$ cat src/rtl/control_unit_pkg.sv
// Shared definitions for the multicycle control unit and ALU: ALU operation
// codes, FSM state enumeration, opcode constants and decoder mode selects.
package control_unit_pkg;

  typedef enum logic [3:0] {
    ALU_ADD = 4'h0,
    ALU_SUB = 4'h1,
    ALU_AND = 4'h2,
    ALU_SRA = 4'h3,
    ALU_OR  = 4'h4,
    ALU_XOR = 4'h5,
    ALU_SLL = 4'h6,
    ALU_SRL = 4'h7,
    ALU_EQ  = 4'h8,
    ALU_NEQ = 4'h9,
    ALU_LTU = 4'hA,
    ALU_LT  = 4'hB,
    ALU_GEU = 4'hC,
    ALU_GE  = 4'hD
  } alu_ctrl_e;

  typedef enum logic [3:0] {
    S_FETCH, S_DECODE, S_EXEC_R, S_EXEC_I, S_EXEC_U, S_MEM_ADDR, S_MEM_RD,
    S_MEM_WR, S_WB_MEM, S_WB_ALU, S_BRANCH, S_JAL, S_JALR, S_TRAP
  } state_e;

  localparam logic [6:0] OP_R      = 7'b0110011;
  localparam logic [6:0] OP_I      = 7'b0010011;
  localparam logic [6:0] OP_LOAD   = 7'b0000011;
  localparam logic [6:0] OP_STORE  = 7'b0100011;
  localparam logic [6:0] OP_BRANCH = 7'b1100011;
  localparam logic [6:0] OP_JAL    = 7'b1101111;
  localparam logic [6:0] OP_JALR   = 7'b1100111;
  localparam logic [6:0] OP_LUI    = 7'b0110111;
  localparam logic [6:0] OP_AUIPC  = 7'b0010111;

  localparam logic [2:0] IMM_I = 3'd0;
  localparam logic [2:0] IMM_S = 3'd1;
  localparam logic [2:0] IMM_B = 3'd2;
  localparam logic [2:0] IMM_U = 3'd3;
  localparam logic [2:0] IMM_J = 3'd4;

  localparam logic [1:0] ALUOP_ADD = 2'd0;
  localparam logic [1:0] ALUOP_R   = 2'd1;
  localparam logic [1:0] ALUOP_I   = 2'd2;
  localparam logic [1:0] ALUOP_BR  = 2'd3;

endpackage

$ cat src/rtl/control_unit_alu_decoder.sv
// funct3/funct7[5] to ALU operation mapping, selected by the FSM's decode mode.
module alu_decoder
  import control_unit_pkg::*;
(
  input  logic [1:0] alu_op,
  input  logic [2:0] funct3,
  input  logic       funct7_5,
  output logic [3:0] alu_control
);

  always_comb begin
    alu_control = ALU_ADD;
    case (alu_op)
      ALUOP_R, ALUOP_I: begin
        case (funct3)
          3'd0: alu_control = (alu_op == ALUOP_R && funct7_5) ? ALU_SUB : ALU_ADD;
          3'd1: alu_control = ALU_SLL;
          3'd2: alu_control = ALU_LT;
          3'd3: alu_control = ALU_LTU;
          3'd4: alu_control = ALU_XOR;
          3'd5: alu_control = funct7_5 ? ALU_SRA : ALU_SRL;
          3'd6: alu_control = ALU_OR;
          default: alu_control = ALU_AND;
        endcase
      end
      ALUOP_BR: begin
        case (funct3)
          3'd0: alu_control = ALU_EQ;
          3'd1: alu_control = ALU_NEQ;
          3'd4: alu_control = ALU_LT;
          3'd5: alu_control = ALU_GE;
          3'd6: alu_control = ALU_LTU;
          3'd7: alu_control = ALU_GEU;
          default: alu_control = ALU_ADD;
        endcase
      end
      default: alu_control = ALU_ADD;
    endcase
  end

endmodule

$ cat src/rtl/control_unit.sv
// Multicycle RISC-V control FSM. Define ILLEGAL_TRAP_EN to trap (sticky
// illegal) on unknown instructions; otherwise they retire as NOPs.
module control_unit
  import control_unit_pkg::*;
(
  input  logic        clk,
  input  logic        resetn,
  input  logic [31:0] instr,
  input  logic        mem_ready,
  input  logic        alu_zero_lsb,
  output logic        mem_req,
  output logic        mem_write,
  output logic        adr_src,
  output logic        ir_write,
  output logic        pc_write,
  output logic        reg_write,
  output logic [1:0]  alu_src_a,
  output logic [1:0]  alu_src_b,
  output logic [1:0]  result_src,
  output logic [2:0]  imm_src,
  output logic [3:0]  alu_control,
  output logic        illegal
);

`ifdef ILLEGAL_TRAP_EN
  localparam state_e S_ILLEGAL = S_TRAP;
`else
  localparam state_e S_ILLEGAL = S_FETCH;
`endif

  state_e     state, next_state;
  logic [1:0] alu_op;
  logic [6:0] opcode;
  logic [2:0] funct3;
  logic       funct7_5;
  logic       unused_instr;

  assign opcode       = instr[6:0];
  assign funct3       = instr[14:12];
  assign funct7_5     = instr[30];
  assign unused_instr = ^{instr[31], instr[29:15], instr[11:7]};

  alu_decoder u_alu_decoder (
    .alu_op      (alu_op),
    .funct3      (funct3),
    .funct7_5    (funct7_5),
    .alu_control (alu_control)
  );

  always_ff @(posedge clk or negedge resetn) begin
    if (!resetn) state <= S_FETCH;
    else         state <= next_state;
  end

  always_comb begin
    next_state = state;
    mem_req    = 1'b0;
    mem_write  = 1'b0;
    adr_src    = 1'b0;
    ir_write   = 1'b0;
    pc_write   = 1'b0;
    reg_write  = 1'b0;
    alu_src_a  = 2'b00;
    alu_src_b  = 2'b00;
    result_src = 2'b00;
    imm_src    = IMM_I;
    alu_op     = ALUOP_ADD;
    illegal    = 1'b0;
    case (state)
      S_FETCH: begin
        mem_req    = 1'b1;
        alu_src_b  = 2'b10;
        result_src = 2'b10;
        if (mem_ready) begin
          ir_write   = 1'b1;
          pc_write   = 1'b1;
          next_state = S_DECODE;
        end
      end
      S_DECODE: begin
        alu_src_a = 2'b01;
        alu_src_b = 2'b01;
        imm_src   = IMM_B;
        case (opcode)
          OP_R:              next_state = S_EXEC_R;
          OP_I:              next_state = S_EXEC_I;
          OP_LOAD, OP_STORE: next_state = S_MEM_ADDR;
          OP_BRANCH:         next_state = (funct3[2:1] == 2'b01) ? S_ILLEGAL : S_BRANCH;
          OP_JAL:            next_state = S_JAL;
          OP_JALR:           next_state = S_JALR;
          OP_LUI, OP_AUIPC:  next_state = S_EXEC_U;
          default:           next_state = S_ILLEGAL;
        endcase
      end
      S_EXEC_R: begin
        alu_src_a  = 2'b10;
        alu_op     = ALUOP_R;
        next_state = S_WB_ALU;
      end
      S_EXEC_I: begin
        alu_src_a  = 2'b10;
        alu_src_b  = 2'b01;
        alu_op     = ALUOP_I;
        next_state = S_WB_ALU;
      end
      S_EXEC_U: begin
        alu_src_a  = (opcode == OP_LUI) ? 2'b11 : 2'b01;
        alu_src_b  = 2'b01;
        imm_src    = IMM_U;
        next_state = S_WB_ALU;
      end
      S_MEM_ADDR: begin
        alu_src_a  = 2'b10;
        alu_src_b  = 2'b01;
        imm_src    = (opcode == OP_STORE) ? IMM_S : IMM_I;
        next_state = (opcode == OP_STORE) ? S_MEM_WR : S_MEM_RD;
      end
      S_MEM_RD: begin
        mem_req = 1'b1;
        adr_src = 1'b1;
        if (mem_ready) next_state = S_WB_MEM;
      end
      S_MEM_WR: begin
        mem_req   = 1'b1;
        mem_write = 1'b1;
        adr_src   = 1'b1;
        if (mem_ready) next_state = S_FETCH;
      end
      S_WB_MEM: begin
        reg_write  = 1'b1;
        result_src = 2'b01;
        next_state = S_FETCH;
      end
      S_WB_ALU: begin
        reg_write  = 1'b1;
        next_state = S_FETCH;
      end
      S_BRANCH: begin
        alu_src_a  = 2'b10;
        alu_op     = ALUOP_BR;
        pc_write   = alu_zero_lsb;
        next_state = S_FETCH;
      end
      S_JALR: begin
        alu_src_a  = 2'b10;
        alu_src_b  = 2'b01;
        next_state = S_JAL;
      end
      S_JAL: begin
        // PC takes the target latched in ALUOut while old_pc+4 is formed for rd
        pc_write   = 1'b1;
        alu_src_a  = 2'b01;
        alu_src_b  = 2'b10;
        next_state = S_WB_ALU;
      end
      S_TRAP: begin
`ifdef ILLEGAL_TRAP_EN
        illegal    = 1'b1;
        next_state = S_TRAP;
`else
        next_state = S_FETCH;
`endif
      end
      default: next_state = S_FETCH;
    endcase

    // Outputs are forced idle while reset is held, independent of the clock
    if (!resetn) begin
      mem_req    = 1'b0;
      mem_write  = 1'b0;
      adr_src    = 1'b0;
      ir_write   = 1'b0;
      pc_write   = 1'b0;
      reg_write  = 1'b0;
      alu_src_a  = 2'b00;
      alu_src_b  = 2'b00;
      result_src = 2'b00;
      imm_src    = IMM_I;
      alu_op     = ALUOP_ADD;
      illegal    = 1'b0;
    end
  end

endmodule

$ cat config.mk
export PLATFORM = sky130hd
export DESIGN_NAME = control_unit
export DESIGN_NICKNAME = d
export VERILOG_FILES = /design/src/rtl/control_unit_pkg.sv /design/src/rtl/control_unit_alu_decoder.sv /design/src/rtl/control_unit.sv
export SDC_FILE = /design/constraint.sdc
export NUM_CORES = 1
export LEC_CHECK = 0
export ABC_AREA = 1
export BUFFER_PORTS_ARGS = -buffer_cell sky130_fd_sc_hd__buf_2
export CELL_PAD_IN_SITES_DETAIL_PLACEMENT = 1
export CELL_PAD_IN_SITES_GLOBAL_PLACEMENT = 1
export CORE_UTILIZATION = 24
export CTS_CLUSTER_SIZE = 28
export DETAILED_ROUTE_END_ITERATION = 6
export MAX_ROUTING_LAYER = met4
export PLACE_DENSITY_LB_ADDON = 0.1
export SLEW_MARGIN = 20
export SYNTH_ARGS = -nofsm -noshare
export SYNTH_HDL_FRONTEND = slang
export SYNTH_SLANG_ARGS = --single-unit
$ cat constraint.sdc
create_clock -name clk -period 2.4 [get_ports clk]
set_clock_uncertainty 0.15 [all_clocks]
set_input_delay 0.48 -clock clk [delete_from_list [all_inputs] [get_ports clk]]
set_output_delay 0.48 -clock clk [all_outputs]
set_load 0.02 [all_outputs]
* Yosys cells after proc, flatten, opt, wreduce, memory -nomap -nowiden
Index checks and enable logic that the tools add are counted.
Storage, ports and cells: bits in registers 4, latch bits 0, RAM bits 0, memory bits (read-only) 0, input bits 36, output and inout port bits 20, logic and storage cells 88, memories kept 0
Operators by class: add/subtract/negate cells 0, $mul 0, div/mod/pow operators 0, $lt $le $gt $ge 0, eq/ne operators 35, shifts and indexed selects 0, muxes and demuxes 37, bitwise gates (word level) 0, reduce and logical (&&, ||, !) cells 15
Operators by type and width (number):
- 4-bit case mux with 7 select lines | 3
- 4-bit case mux with 6 select lines | 1
- 7-bit by 6-bit == test with 1-bit output, second input constant | 3
- 7-bit == test, second input constant | 3
- 4-bit == test, second input constant | 5
- 2-bit case mux with 3 select lines | 3
- 4-bit by 3-bit == test with 1-bit output, second input constant | 4
- 4-bit 2-to-1 mux | 4
- 1-bit 2-to-1 mux | 15
- 7-bit by 5-bit == test with 1-bit output, second input constant | 2
- 2-bit OR reduction | 7
- 3-bit == test, second input constant | 4
- 2-bit 2-to-1 mux | 5
- 5-bit OR reduction | 2
- 4-bit by 2-bit == test with 1-bit output, second input constant | 2
- 2-bit case mux with 2 select lines | 2
- 4-bit case mux with 2 select lines | 1
- 7-bit by 2-bit == test with 1-bit output, second input constant | 1
- 3-bit by 2-bit == test with 1-bit output, second input constant | 2
- 3-bit 2-to-1 mux | 2
- 2-bit inequality test, second input constant | 3
- 2-bit by 1-bit == test with 1-bit output, second input constant | 2
- 2-bit == test, second input constant | 2
- 4-bit by 1-bit == test with 1-bit output, second input constant | 1
- 8 further kinds | 8

* Depth between registers and ports, before layout
depth after elaboration 8, gate-level depth with buffers 11, mapped depth without buffers 10

* Modules after synthesis
Synthesis repeated with hierarchy kept, for this count alone.
Unflattened totals: cells, all modules 150, area, all modules 805.8 µm²
Modules (own cells, without submodules):
- control_unit | instances 1, cells an instance 116, area an instance 619.3 µm²
- alu_decoder | instances 1, cells an instance 34, area an instance 186.4 µm²

* Least setup slack after synthesis
OpenSTA, ideal clock, no wires.
kind reg-to-output, start point register state[2], end point output alu_control[0], arrival time 1795 ps, setup slack -25 ps, stages on the path, launching flop included 10, cells stage by stage dfrtp_1 > buf_4 > nor2_2 > nand3_1 > inv_1 > o21ai_1 > ha_1 > o21ai_0 > nand2_1 > a21oi_1
Between the ends: longest elaborated chain between the ends 8, elaborated cells between the ends (all ways) 13, classes of those cells 6 x eq/ne; 5 x mux; 2 x reduce/logical
RTL lines:
- from (decl) | RTL line control_unit.sv:31 | state_e state, next_state;
- from (signal assigned) | RTL line control_unit.sv:52 | else state <= next_state;
- 4-bit == test / 4-bit by 2-bit == test with 1-bit output (equally long branches) | RTL line control_unit.sv:69 | case (state)
- 2-bit case mux with 3 select lines * | RTL line control_unit.sv:69
- 2-bit 2-to-1 mux * | RTL line control_unit.sv:168 | if (!resetn) begin
- 2-bit by 1-bit == test with 1-bit output | RTL line control_unit_alu_decoder.sv:13, control_unit_alu_decoder.sv:16
- 1-bit logical AND | RTL line control_unit_alu_decoder.sv:16 | 3'd0: alu_control = (alu_op == ALUOP_R && funct7_5) ? ALU_SUB : ALU_ADD;
- 1-bit 2-to-1 mux | RTL line control_unit_alu_decoder.sv:16
- 4-bit case mux with 7 select lines | RTL line control_unit_alu_decoder.sv:15 | case (funct3)
- 4-bit case mux with 2 select lines * | RTL line control_unit_alu_decoder.sv:13 | case (alu_op)
- to (decl) | RTL line control_unit.sv:21 | output logic [3:0] alu_control,
Mark *: on every way between the ends. The rest lies on a longest branch, timed or not.

* Final worst setup path
start point register state[3], end point output alu_control[1]
Between the ends: longest elaborated chain between the ends 6, elaborated cells between the ends (all ways) 10, classes of those cells 6 x eq/ne; 3 x mux; 1 x reduce/logical
RTL lines (RTL line):
- 4-bit == test / 4-bit by 2-bit == test with 1-bit output (equally long branches) | control_unit.sv:69
- 2-bit case mux with 3 select lines * | control_unit.sv:69
- 2-bit 2-to-1 mux * | control_unit.sv:168
- 2-bit == test / 2-bit by 1-bit == test with 1-bit output (equally long branches) | control_unit_alu_decoder.sv:13
- 2-bit OR reduction | control_unit_alu_decoder.sv:13
- 4-bit case mux with 2 select lines * | control_unit_alu_decoder.sv:13
Marked as above.

==> summary.txt <==
Route
  • Vias: 1,054
  • Drt first pass iters: 6
  • Residual DRC count: 0
  • Drt initial violations: 38
  • DRT antenna net count: 0
  • Drt total wl: 2.75 mm
  • DR WL/cell: 11.8 µm
  • Vias per std cell: 4.52

STA
  • Final setup violation count: 4
  • Fin crit period: 2.46 ns
  • Final worst-path cycle share: 103%
  • RSZ-0062 raised after global routing: yes
  • Final setup margin: -0.0611 ns
  • Fmax: 0.406 GHz
  • Slew Viols, Final: 0
  • Final Hold Fails: 0

Finish
  • ANT cells: 0
  • Largest regs: state x4
  • Design Area, Final: roughly 0.0013 mm²
  • Max reg flops: 4
  • Area growth syn-to-layout: 65.1%
  • Share of layout cells above drive strength 1: 50.3%
  • Largest reg by FF count: state
  • Total Nets Final: 230

Setup path
  • Worst EP arrival: 1.83 ns
  • Setup crit start kind: flop
  • Worst-path fanout max: 3
  • CP Data Required Time: between 1.5 and 2 ns
  • Top cell by count, worst path: inv_2
  • Crit path max-delay cell type: dfrtp_1
  • Cell breakdown of the critical path: nor2_2, nand3_2, inv_2, o21ai_4, inv_2, ha_4, inv_2, o21ai_2, o21ai_2, a21oi_2, buf_4
  • Crit path kind: reg -> out
  • CP Capture Type: output pin
  • Largest stage delay on the critical path: about 0.4 ns

Clocking
  • CTS tree: built
  • Root buffer cell: clkbuf_4
  • CTS sink count: 4
  • Worst-path clk slew: roughly 0.04 ns
  • Worst skew pair latency: 0.24 ns
  • H-tree levels: 1
  • Total CTS buffers: 3
  • Clock Tree Buf Depth: 2

Logic synthesis
  • YS warnings: 0
  • Count of cell types in the netlist: 22
  • Flops & latches, synth: 4
  • Synth Instances: 141
  • Syn_area_per_cell: 5.44 µm²
  • Post-synthesis sequential area ratio: 13.1%
  • Mapped Area: about 770 µm²

Placement
  • Final RePlAce weighted congestion: roughly 0.73
  • PortBufs: 32
  • Post-Place Cell Area: around 0.001 mm²
  • Final HPWL DP: about 2.1 mm

Die
  • Starting Density: 25.1%
  • Ports: 56
  • Die height: 58.5 µm
  • Core ar.: 0.00305 mm²
  • # rows: 20
  • Full die area: 0.00343 mm²
  • DIE WIDTH: 58.5 µm

Power
  • Worst VDD drop: 0.390 mV
  • Pwr Total: 0.00100 W
  • PD cells: 790 mW/mm²
  • Leakage: 0.654 nW

Global route
  • Largest net degree at the start of global routing: 14
  • Total global routing overflow: 0
  • GRT Resource Usage Total: 17.7%
  • Initial antenna violation count: 0
  • First-pass GRT wire length: ~4.5 mm
  • Vias in the first global route: ~1,000

Run status
  • Failing checks: setup timing
  • Status: finished with violations

Hold path
  • Worst Hold Class: in -> reg

Run
  • # Max-Cap Violations: 0
==> synth_stat cells, drive strengths merged <==
cell,number,area [µm²]
a21oi,11,55.1
a31oi,2,12.5
buf,4,27.5
clkbuf,1,3.75
conb,1,3.75
dfrtp,4,100
ha,3,37.5
inv,23,86.3
nand2,34,138
nand3,13,65.1
nand3b,1,7.51
nand4,3,18.8
nor2,28,146
nor3,5,25.0
o21ai,8,40.0
==> placed cells by master (no fill, tap or decap), types with 2 or more instances in the layout <==
cell type   n
nor3_1      5
nor2_4      6
a21oi_2     5
nor2_2      2
clkbuf_4    3
inv_2      12
nand4_1     3
ha_4        2
buf_4      18
nand2_2     6
a21oi_1     6
o21ai_2     3
buf_6       5
buf_2      25
conb_1      2
nand3_1    10
nand2_1    27
nand3_2     3
inv_1      11
nor2_1     19
dfrtp_1     3
a31oi_1     2
o21ai_0     3
==> per-layer routing <==
layer | share of wire [%] | up-vias | GRT usage [%]
met5 | 0 | - | -
met4 | 0 | 0 | 6.12
met3 | 2.9 | 0 | 2.20
met2 | 50 | 17 | 29.9
met1 | 47 | 491 | 21.7
li1 | - | 546 | -
==> cell families after synthesis <==
kind of cell	share of synthesized area (%)
AO/OA/AOI/OAI	14.0
adder cells (fa/ha/maj)	4.89
buffers and inverters	15.3
flip-flops	13.1
other	0.489
AND/OR/NAND/NOR	52.2
==> critical path: cells and delay by family (launching register included) <==
kind	cells	cell delay, ns
AND/OR/NAND/NOR	2	0.28
flip-flops	1	0.41
adder cells (fa/ha/maj)	1	0.14
buffers and inverters	4	0.36
AO/OA/AOI/OAI	4	0.40
==> worst paths after layout <==
path / start / end / slack [ns] / depth (start not counted)
setup / recovery: state[3] / alu_control[1] / -0.06 / 11
hold / removal: mem_ready / state[0] / 0.43 / 4
setup reg to reg: state[3] / state[0] / 0.83 / 10
hold reg to reg: state[2] / state[1] / 0.58 / 3
max in group asynchronous: resetn / state[2] / 1.36 / 2
min in group asynchronous: resetn / state[0] / 0.55 / 2
==> final cells by class <==
type	count	area (µm²)
clock buffer	3	22.5
fill	431	1790
inverter	23	86.3
multi-input combinational	110	674
sequential	4	101
tap	44	55.1
timing repair buffer	49	327
==> metrics by stage <==
step / TNS (ns) / std cells / setup WS, ns / util [%] / hold WS [ns]
after floorplan: 0 / 142 / 0.0191 / - / 0.0344
after global placement: 0 / 222 / 0.0492 / 33.6 / 0.160
after global routing: -0.569 / 233 / -0.151 / 41.5 / 0.450
after detailed placement: 0 / 222 / 0.0368 / 33.6 / 0.162
final: -0.137 / 233 / -0.0611 / 41.5 / 0.435
after CTS: -0.125 / 234 / -0.0396 / 40.5 / 0.432
==> power breakdown <==
part	leakage, nW	switching, W	internal (W)
sequential	0.0517	0.0000281	0.0000908
clock	0.0138	0.0000306	0.0000561
combinational	0.588	0.000486	0.000309
total	0.654	0.000544	0.000456
==> timing repair <==
action | in CTS | in global routing
pin swaps | 13 | 16
hold buffers | 1 | 0
buffers inserted | 8 | 1
resized for setup | 37 | 16
endpoints found under the hold margin | 4 | 0
setup endpoints to repair | 4 | 9
Note: power is estimated with default switching activity, not from simulation.
